## config.mk

```make
export PLATFORM = sky130hd
export DESIGN_NAME = sw_debounce_sel
export DESIGN_NICKNAME = d
export VERILOG_FILES = /design/src/rtl/sw_debounce_sel.sv
export SDC_FILE = /design/constraint.sdc
export NUM_CORES = 1
export LEC_CHECK = 0
export BUFFER_PORTS_ARGS = -buffer_cell sky130_fd_sc_hd__buf_2
export CAP_MARGIN = 20
export CORE_MARGIN = 10
export CORE_UTILIZATION = 46
export CTS_CLUSTER_DIAMETER = 80
export DETAILED_ROUTE_END_ITERATION = 8
export PLACE_DENSITY = 0.81
export SLEW_MARGIN = 20
export SYNTH_ARGS = -nofsm -noshare
export SYNTH_HDL_FRONTEND = slang
export SYNTH_SLANG_ARGS = --single-unit
export TNS_END_PERCENT = 100
```

## constraint.sdc

```tcl
create_clock -name i_clk -period 1.12 [get_ports i_clk]
set_input_delay 0.224 -clock i_clk [delete_from_list [all_inputs] [get_ports i_clk]]
set_output_delay 0.224 -clock i_clk [all_outputs]
set_load 0.02 [all_outputs]
```

## src/rtl/sw_debounce_sel.sv

```systemverilog
// -----------------------------------------------------------------------------
// sw_debounce_sel
// Debounces raw board switches/buttons into clean select levels for the
// downstream 2-to-1 mux stage. Each channel has a 2-FF synchroniser, a
// stability counter and registered one-cycle rise/fall event pulses.
//
// Parameters:
//   WIDTH      number of independent switch channels (>=1)
//   DB_CYCLES  consecutive mismatched cycles needed to accept a change (>=1)
//   RST_VAL    WIDTH-bit reset value of sync FFs, debounced level and select
//
// Ports:
//   i_clk       in   1      single clock, rising edge
//   i_rst_n     in   1      synchronous active-low reset
//   i_sw_raw    in   WIDTH  raw asynchronous switch inputs
//   o_db_level  out  WIDTH  debounced level per channel
//   o_sel       out  WIDTH  select to mux stage
//   o_rise      out  WIDTH  one-cycle pulse on debounced 0->1
//   o_fall      out  WIDTH  one-cycle pulse on debounced 1->0
//   o_stable    out  1      every channel idle and synchronised input settled
//
// Optional feature (macro SEL_TOGGLE_EN):
//   defined   : o_sel is its own register, toggling on each rise pulse
//               (push-button toggle behaviour).
//   undefined : o_sel is wired straight to o_db_level.
//
// Per-channel FSM:
//   state    | meaning
//   ---------+---------------------------------------------------------
//   ST_IDLE  | synchronised input agrees with debounced level, count 0
//   ST_CHECK | input differs; counting consecutive mismatched cycles
// -----------------------------------------------------------------------------
module sw_debounce_sel #(
    parameter int                WIDTH     = 2,
    parameter int                DB_CYCLES = 4,
    parameter logic [WIDTH-1:0]  RST_VAL   = '0
) (
    input  logic             i_clk,
    input  logic             i_rst_n,
    input  logic [WIDTH-1:0] i_sw_raw,
    output logic [WIDTH-1:0] o_db_level,
    output logic [WIDTH-1:0] o_sel,
    output logic [WIDTH-1:0] o_rise,
    output logic [WIDTH-1:0] o_fall,
    output logic             o_stable
);

    localparam int            CW   = $clog2(DB_CYCLES + 1);
    localparam logic [CW-1:0] LAST = CW'(DB_CYCLES - 1);

    typedef enum logic {
        ST_IDLE  = 1'b0,
        ST_CHECK = 1'b1
    } state_t;

    logic [WIDTH-1:0] r_sync1;
    logic [WIDTH-1:0] r_sync2;
    logic [WIDTH-1:0] w_ch_stable;

    always_ff @(posedge i_clk) begin
        if (!i_rst_n) begin
            r_sync1 <= RST_VAL;
            r_sync2 <= RST_VAL;
        end else begin
            r_sync1 <= i_sw_raw;
            r_sync2 <= r_sync1;
        end
    end

    for (genvar g = 0; g < WIDTH; g++) begin : g_ch
        state_t        r_state;
        state_t        w_state_nxt;
        logic [CW-1:0] r_cnt;
        logic [CW-1:0] w_cnt_nxt;
        logic          r_db;
        logic          r_rise;
        logic          r_fall;
        logic          w_diff;
        logic          w_accept;

        assign w_diff = r_sync2[g] ^ r_db;

        // State register
        always_ff @(posedge i_clk) begin
            if (!i_rst_n) begin
                r_state <= ST_IDLE;
            end else begin
                r_state <= w_state_nxt;
            end
        end

        // Next-state logic; with DB_CYCLES==1 a mismatch is accepted
        // straight from IDLE, so CHECK is never entered.
        always_comb begin
            w_state_nxt = r_state;
            case (r_state)
                ST_IDLE: begin
                    if (w_diff && (DB_CYCLES > 1)) begin
                        w_state_nxt = ST_CHECK;
                    end
                end
                ST_CHECK: begin
                    if (!w_diff || (r_cnt == LAST)) begin
                        w_state_nxt = ST_IDLE;
                    end
                end
                default: w_state_nxt = ST_IDLE;
            endcase
        end

        // Output / datapath logic: counter update and accept decision.
        // The counter stops at LAST because reaching it always accepts.
        always_comb begin
            w_cnt_nxt = '0;
            w_accept  = 1'b0;
            case (r_state)
                ST_IDLE: begin
                    if (w_diff) begin
                        if (DB_CYCLES == 1) begin
                            w_accept = 1'b1;
                        end else begin
                            w_cnt_nxt = CW'(1);
                        end
                    end
                end
                ST_CHECK: begin
                    if (w_diff) begin
                        if (r_cnt == LAST) begin
                            w_accept = 1'b1;
                        end else begin
                            w_cnt_nxt = r_cnt + CW'(1);
                        end
                    end
                end
                default: begin
                    w_cnt_nxt = '0;
                    w_accept  = 1'b0;
                end
            endcase
        end

        always_ff @(posedge i_clk) begin
            if (!i_rst_n) begin
                r_cnt  <= '0;
                r_db   <= RST_VAL[g];
                r_rise <= 1'b0;
                r_fall <= 1'b0;
            end else begin
                r_cnt  <= w_cnt_nxt;
                r_rise <= w_accept & r_sync2[g];
                r_fall <= w_accept & ~r_sync2[g];
                if (w_accept) begin
                    r_db <= r_sync2[g];
                end
            end
        end

`ifdef SEL_TOGGLE_EN
        logic r_sel;

        // Toggle on the same edge the rise pulse is registered.
        always_ff @(posedge i_clk) begin
            if (!i_rst_n) begin
                r_sel <= RST_VAL[g];
            end else if (w_accept && r_sync2[g]) begin
                r_sel <= ~r_sel;
            end
        end

        assign o_sel[g] = r_sel;
`else
        assign o_sel[g] = r_db;
`endif

        assign o_db_level[g]  = r_db;
        assign o_rise[g]      = r_rise;
        assign o_fall[g]      = r_fall;
        assign w_ch_stable[g] = (r_state == ST_IDLE) && !w_diff;
    end

    assign o_stable = &w_ch_stable;

endmodule

```

== Word-level counts from Yosys, hierarchy flattened ==
Cells that the tools add are included.

* Register bits: 18
* Input port bits: 4
* Output and inout port bits: 9
* Logic and storage cells: 53

* $add $sub $neg: 2
* Equal/unequal tests: 2
* Muxes and demuxes: 20
* Bitwise logic cells: 10
* Reduce and logical (&&, ||, !) cells: 7

{| class="wikitable"
|+ Operators with widths
! kind !! number
|-
| $mux W1 || 12
|-
| $mux W3 || 4
|-
| $pmux W3 S2 || 2
|-
| $add A3 B1 Y3 const B || 2
|-
| $eq A3 B2 Y1 const B || 2
|-
| $and A1 B1 Y1 || 4
|-
| $not A1 Y1 || 4
|-
| $pmux W1 S2 || 2
|-
| $logic_and A1 B1 Y1 || 2
|-
| $logic_not A1 Y1 || 2
|-
| $logic_or A1 B1 Y1 || 2
|-
| $reduce_and A2 Y1 || 1
|-
| $xor A1 B1 Y1 || 2
|}

== Depth between registers and ports, before layout ==
Gate-level depths: netlist (run 1).

* Word-level depth: 5
* Mapped depth: 4

== Least setup slack after synthesis (run 1) ==
OpenSTA, ideal clock, no wires.

* Kind: reg-to-output
* From: register g_ch[0].r_db
* To: output port o_stable
* Arrival time: 0.973 ns
* Setup slack: -0.077 ns
* Cell stages (with the launch flop): 3
* Path through: dfxtp_1 > xnor2_1 > and3_1

* Word-level cells in the longest chain between the ends: 4

{| class="wikitable"
|+ RTL lines
! item !! RTL line !! source
|-
| from (decl) || 75 || <nowiki>logic r_db;</nowiki>
|-
| from (signal assigned) || 145 || <nowiki>r_db <= RST_VAL[g];</nowiki>
|-
| from (signal assigned) || 153 || <nowiki>r_db <= r_sync2[g];</nowiki>
|-
| $xor A1 B1 Y1 || 81 || <nowiki>assign w_diff = r_sync2[g] ^ r_db;</nowiki>
|-
| $logic_not A1 Y1 || 178 || <nowiki>assign w_ch_stable[g] = (r_state == ST_IDLE) && !w_diff;</nowiki>
|-
| $logic_and A1 B1 Y1 || 178 ||
|-
| $reduce_and A2 Y1 || 181 || <nowiki>assign o_stable = &w_ch_stable;</nowiki>
|-
| to (decl) || 45 || <nowiki>output logic o_stable</nowiki>
|}

Every way passes these cells.

== Worst setup path in the final report (run 1) ==
* From: register r_sync2[0]
* To: output port o_stable

* Word-level cells in the longest chain between the ends: 4

{| class="wikitable"
|+ RTL lines
! item !! RTL line !! source
|-
| from (decl) || 57 || <nowiki>logic [WIDTH-1:0] r_sync2;</nowiki>
|-
| from (signal assigned) || 66 || <nowiki>r_sync2 <= r_sync1;</nowiki>
|-
| $xor A1 B1 Y1 || 81 ||
|-
| $logic_not A1 Y1 || 178 ||
|-
| $logic_and A1 B1 Y1 || 178 ||
|-
| $reduce_and A2 Y1 || 181 ||
|}

Every way passes these cells.

==> results of run 1 <==
## per-stage QoR
stage	instance area (sq um)	hold slack, ps	util, %
2_1_floorplan	729	346	-
3_3_place_gp	802	420	53.9
3_5_place_dp	802	428	53.9
4_1_cts	885	146	59.4
5_1_grt	992	147	66.6
6_report	992	150	66.6
## path summary, 6_finish.rpt
path                 endpoint        startpoint  depth (start not counted)
max                  o_stable        r_sync2[0]                          3
min                r_sync1[1]       i_sw_raw[1]                          2
max reg2reg  g_ch[0].r_cnt[2]  g_ch[0].r_cnt[0]                          4
min reg2reg        r_sync2[0]        r_sync1[0]                          1
## registers in the layout (all words and copies together) (netlist names)
register,flops
g_ch.r_cnt,6
g_ch.r_fall,2
r_sync2,2
g_ch.r_db,2
g_ch.r_state,2
g_ch.r_rise,2
r_sync1,2
## worst reg2reg max path: stages, from the launching register on
cell and delay, ps:
dfxtp_2 350, ha_4 160, ha_4 170, nand2b_4 150, nor4_1 200
## layout by cell type (no fill, tap or decap), types with 3 or more instances in the layout
master and n:
dfxtp_1 11, dfxtp_2 7, buf_2 7, buf_6 7, buf_4 6, and2_1 4
ha_4 4, nand3_1 3, clkbuf_4 3
## metal layers
metal | track usage [%] | wire length [um] | vias to the layer above
li1 | - | - | 253
met1 | 8.82 | 652 | 239
met2 | 11.4 | 743 | 7
met3 | 3.00 | 47 | 2
met4 | 3.93 | 10 | 0
met5 | 0 | 0 | -
## power breakdown
group | total (mW) | switching [mW] | internal (mW)
Clock | 0.304 | 0.179 | 0.125
Combinational | 0.0717 | 0.0349 | 0.0367
Sequential | 0.661 | 0.00998 | 0.651
Total | 1.04 | 0.224 | 0.813
## cell families (layout without fill, tap and decap cells)
logic type                 count (synthesis)  after routing
buffers and inverters                     11             26
and+or+nand+nor                           22             22
DFF                                       18             18
AOI/OAI and AO/OA                          8              8
xor gates and xnor gates                   2              2
adders and majority gates                  4              4
## layout make-up
cell class              count  area (sq um)
clock buffers               3          22.5
fillers                   100           497
inverters                   3          11.3
multi-input cells          36           410
flip-flops and latches     18           369
well taps                  16          20.0
repair buffers             20           159
## repair_timing
item                                    4_1_cts  5_1_grt
endpoints found under the setup margin       14       17
gates resized for setup                      16       21
buffers inserted                              1        1
pin swaps                                     2        2
==> impl_metrics.py, run 1 <==
metrics = {
    "run_status": {
        "status": "finished, violations left",
        "failed_checks": "negative setup slack",
    },
    "timing": {
        "maxSlewHeadroom_pct": 82.0,
        "period_share_pct": 122,
        "setup_ws_ps": -252,
        "setup_tns_ps": -260,
        "hold_viol_final": 0,
        "setup_violations": 2,
        "worst_pin_slew_ps": 267,
        "rsz0062_at_grt": "yes",
        "slew_violations": 0,
        "min_period_ps": 1370,
        "fmax_mhz": 729,
        "fin_skew_ps": 10.3,
    },
    "finish": {
        "final_cells": 96,
        "drive_above_1_share_pct": 65.0,
        "final_nets": 90,
        "diodes": 0,
        "syn2layout_area_growth_pct": 39.9,
    },
    "logic_synthesis": {
        "yosys.area_share.simple_pct": 21.2,
        "synthXorXnorAreaFrac_pct": 2.47,
        "ys_seq_elements": 18,
        "synthMuxAreaShare_pct": 0,
        "avgSynthCellArea_sq_um": 10.9,
        "yosysUniqueCellTypes": 19,
        "synth_compound_area_share_pct": 8.47,
        "yosysWarnings": 0,
        "synth_top_area_share_pct": 50.8,
        "synth_fp_nets": 73,
        "ys.flop_type": "dfxtp_1",
        "synthesis.area_sq_um": 709,
        "yosysTopAreaCell": "dfxtp_1",
        "async_flop_share_pct": 0,
        "seq_area_frac_synth_pct": 50.8,
        "synth_most_common_cell": "dfxtp_1",
        "syn_inst": 65,
        "synthAdderAreaFrac_pct": 7.05,
        "synth_edf_count": 0,
        "ys_top_cells_by_area": "dfxtp_1 (51%), buf_4 (8.5%), ha_1 (7.1%)",
        "synth_top_family_by_area": "simple AND/OR/NAND/NOR gates",
        "synth_commonest_cells": "dfxtp_1 (18), buf_4 (8)",
    },
    "floorplanning": {
        "die_h_um": 59.3,
        "fp-row-count": 14,
        "core_sq_mm": 0.00149,
        "start_util_pct": 47.6,
        "die_x_um": 59.3,
        "dieArea_sq_mm": 0.00351,
        "io_pins": 13,
    },
    "setup_path": {
        "path_delay_family": "flip-flops",
        "worst-path-buf-inv": 1,
        "slowest_stage": "dfxtp_2",
        "critPathLaunchType": "flip-flop",
        "arrival_ps": 1150,
        "critical_path_class": "reg2out",
        "worst_ep_required_time_ps": 900,
        "worstPathCellList": "xnor2_2, and3_4, buf_6",
        "end_kind": "primary output",
        "crit_path_max_incr_delay_ps": 350,
        "r2r_slack_ps": -10,
        "crit_fanout": 2,
    },
    "drt": {
        "viasPerCell": 5.22,
        "drtPass1Iterations": 1,
        "ant_nets": 0,
        "drc": 0,
        "vias": 501,
        "wirelength_um": 1450,
        "wl_per_cell_um": 15.1,
        "drt_iter0_markers": 0,
    },
    "grt": {
        "grt_max_degree": 11,
        "grt_first_pass_wirelength_um": 2060,
        "antenna_found_initial": 0,
        "grt_overflow": 0,
        "grt.total_usage_pct": 7.53,
        "grt_pass1_vias": 458,
    },
    "placed_design": {
        "portBuffers": 12,
        "preCtsSetupSlack_ps": -60.5,
        "gp_congestion": 0.717,
        "dp.final_hpwl_um": 909,
        "dp_cells": 92,
    },
    "power": {
        "peakVddDrop_mv": 0.995,
        "power_density_mw_per_mm2": 1040,
        "cellLeakagePower_nw": 0.366,
        "total_power_mw": 1.04,
    },
    "cts": {
        "hold_buffers": 0,
        "path_clk_slew_ps": 100,
        "clock-root-buffer": "clkbuf_4",
        "numClockSinks": 18,
        "tritoncts": "done",
        "clk_path_buf_depth": 2,
        "cts_max_level": 1,
        "clock_latency_ps": 280,
        "cts_buffers": 3,
    },
    "hold_path": {
        "hold_path.class": "in2reg",
    },
    "flow_run": {
        "drv_cap": 0,
    },
}
Power figures use the tool's default switching activity.
==> inputs of run 2 (changes only) <==
--- a/config.mk
+++ b/config.mk
@@ -7,11 +7,12 @@
 export LEC_CHECK = 0
 export BUFFER_PORTS_ARGS = -buffer_cell sky130_fd_sc_hd__buf_2
 export CAP_MARGIN = 20
-export CORE_MARGIN = 10
-export CORE_UTILIZATION = 46
+export CORE_AREA = 10 10 47 49
 export CTS_CLUSTER_DIAMETER = 80
 export DETAILED_ROUTE_END_ITERATION = 8
-export PLACE_DENSITY = 0.81
+export DIE_AREA = 0 0 57 59
+export GPL_TIMING_DRIVEN = 0
+export PLACE_DENSITY = 0.87
 export SLEW_MARGIN = 20
 export SYNTH_ARGS = -nofsm -noshare
 export SYNTH_HDL_FRONTEND = slang
==> constraint.sdc (replaced) <==
create_clock -name i_clk -period 1.71 [get_ports i_clk]
set_input_delay 0.342 -clock i_clk [delete_from_list [all_inputs] [get_ports i_clk]]
set_output_delay 0.342 -clock i_clk [all_outputs]
set_load 0.02 [all_outputs]
==> impl_metrics.py, run 2 (synthesis gave the netlist of run 1 again) <==
metrics = {
    "floorplanning": {
        "core_sq_mm": 0.00140,
        "die_h_um": 59,
        "die_x_um": 57,
        "start_util_pct": 50.6,
        "io_pins": 13,
        "dieArea_sq_mm": 0.00336,
        "fp-row-count": 14,
    },
    "finish": {
        "diodes": 0,
        "final_common_cell": "dfxtp_1",
        "largest-register": "g_ch.r_cnt",
        "final_cell_mix": "dfxtp_1 (18), buf_4 (12), buf_2 (12)",
        "final_nets": 94,
        "largest_register_ffs": 6,
        "drive_above_1_share_pct": 41.2,
        "syn2layout_area_growth_pct": 22.8,
        "final_cells": 101,
        "final_util_pct": 62.1,
    },
    "timing": {
        "min_period_ps": 1650,
        "fin_skew_ps": 2.55,
        "setup_violations": 0,
        "hold_viol_final": 0,
        "fmax_mhz": 607,
        "worst_pin_slew_ps": 274,
        "slew_violations": 0,
        "maxSlewHeadroom_pct": 81.7,
        "period_share_pct": 96.4,
    },
    "setup_path": {
        "worstPathCellList": "xnor2_2, and3_1, buf_2",
        "r2r-end": "g_ch[0].r_cnt[2]",
        "critPathLaunchType": "flip-flop",
        "worst_ep_required_time_ps": 1370,
        "crit_start": "r_sync2[0]",
        "r2r_slack_ps": 430,
        "arrival_ps": 1310,
        "crit_fanout": 5,
        "end_kind": "primary output",
        "reg2reg_depth": 4,
        "slowest_stage": "dfxtp_1",
        "crit_path_end": "o_stable",
        "critical_path_class": "reg2out",
        "crit_path_max_incr_delay_ps": 360,
        "r2r_start": "g_ch[0].r_cnt[0]",
    },
    "placed_design": {
        "dp_cells": 93,
        "dp.final_hpwl_um": 867,
        "gp_congestion": 0.683,
        "portBuffers": 12,
    },
    "drt": {
        "wl_per_cell_um": 12.5,
        "viasPerCell": 4.86,
        "drc": 0,
        "drt_iter0_markers": 9,
        "vias": 491,
        "ant_nets": 0,
        "drtPass1Iterations": 3,
        "wirelength_um": 1260,
    },
    "cts": {
        "clk_path_buf_depth": 2,
        "numClockSinks": 18,
        "cts_buffers": 3,
        "tritoncts": "done",
        "path_clk_slew_ps": 100,
        "cts_max_level": 1,
        "clock-root-buffer": "clkbuf_4",
        "clock_latency_ps": 290,
        "hold_buffers": 0,
    },
    "grt": {
        "antenna_found_initial": 0,
        "grt_max_degree": 11,
        "grt_first_pass_wirelength_um": 2150,
        "grt_overflow": 0,
        "grt_pass1_vias": 466,
        "grt.total_usage_pct": 7.91,
    },
    "power": {
        "power_density_mw_per_mm2": 832,
        "cellLeakagePower_nw": 0.373,
        "peakVddDrop_mv": 0.647,
    },
    "hold_path": {
        "hold_depth": 2,
        "hold_path.class": "in2reg",
    },
    "flow_run": {
        "drv_cap": 0,
    },
    "run_status": {
        "status": "complete, no violations",
    },
}
[run 2: power breakdown]
group	switching (mW)	internal, mW	total (mW)
logic	0.0171	0.0167	0.0338
clock network	0.128	0.130	0.258
registers	0.00616	0.426	0.432
[run 2: area by class of cell]
| type | instances | area [sq um] |
|---|---|---|
| Fill cell | 113 | 531 |
| Sequential cell | 18 | 360 |
| Multi-Input combinational cell | 36 | 293 |
| Timing Repair Buffer | 16 | 90.1 |
| Buffer | 8 | 60.1 |
| Clock buffer | 4 | 36.3 |
| Tap cell | 16 | 20.0 |
| Inverter | 3 | 11.3 |
[run 2: metrics by stage]
step	hold WS [ps]	total power, mW	TNS, ps	cell area [sq um]	setup slack (ps)
floorplan	412	0.458	0	709	395
global placement	432	0.468	0	790	271
detailed placement	426	0.468	0	790	232
CTS	250	0.720	0	841	32.1
global route	252	0.751	-0.801	871	-0.801
finish	250	0.724	0	871	61.9
[run 2: worst min-delay path by stage]
stage / to / from
CTS: r_sync1[0] / i_sw_raw[0]
floorplan: r_sync2[0] / r_sync1[0]
global placement: r_sync2[1] / r_sync1[1]
finish: r_sync1[1] / i_sw_raw[1]
global route: r_sync1[0] / i_sw_raw[0]
detailed placement: r_sync2[1] / r_sync1[1]
[run 2: repair_timing]
action | CTS | global route
setup endpoints to repair | 1 | 1
resized for setup | 2 | 0
pin swaps | 0 | 2
buffers inserted | 0 | 4
[run 2: worst max-delay path, delay by kind of cell, from the launching register on]
family / cells / cell delay [ps]
flops: 1 / 360
xor+xnor: 1 / 280
simple gates: 1 / 210
buf+inv: 1 / 160
[run 2: layer usage]
| layer | up-vias | wire length (um) | part of all wire, % | global-route usage, % |
|---|---|---|---|---|
| li1 | 259 | - | - | - |
| met1 | 222 | 549 | 44 | 8.55 |
| met2 | 8 | 638 | 51 | 13.8 |
| met3 | 2 | 57 | 4.5 | 2.79 |
| met4 | 0 | 14 | 1.1 | 3.02 |
| met5 | - | 0 | 0 | 0 |
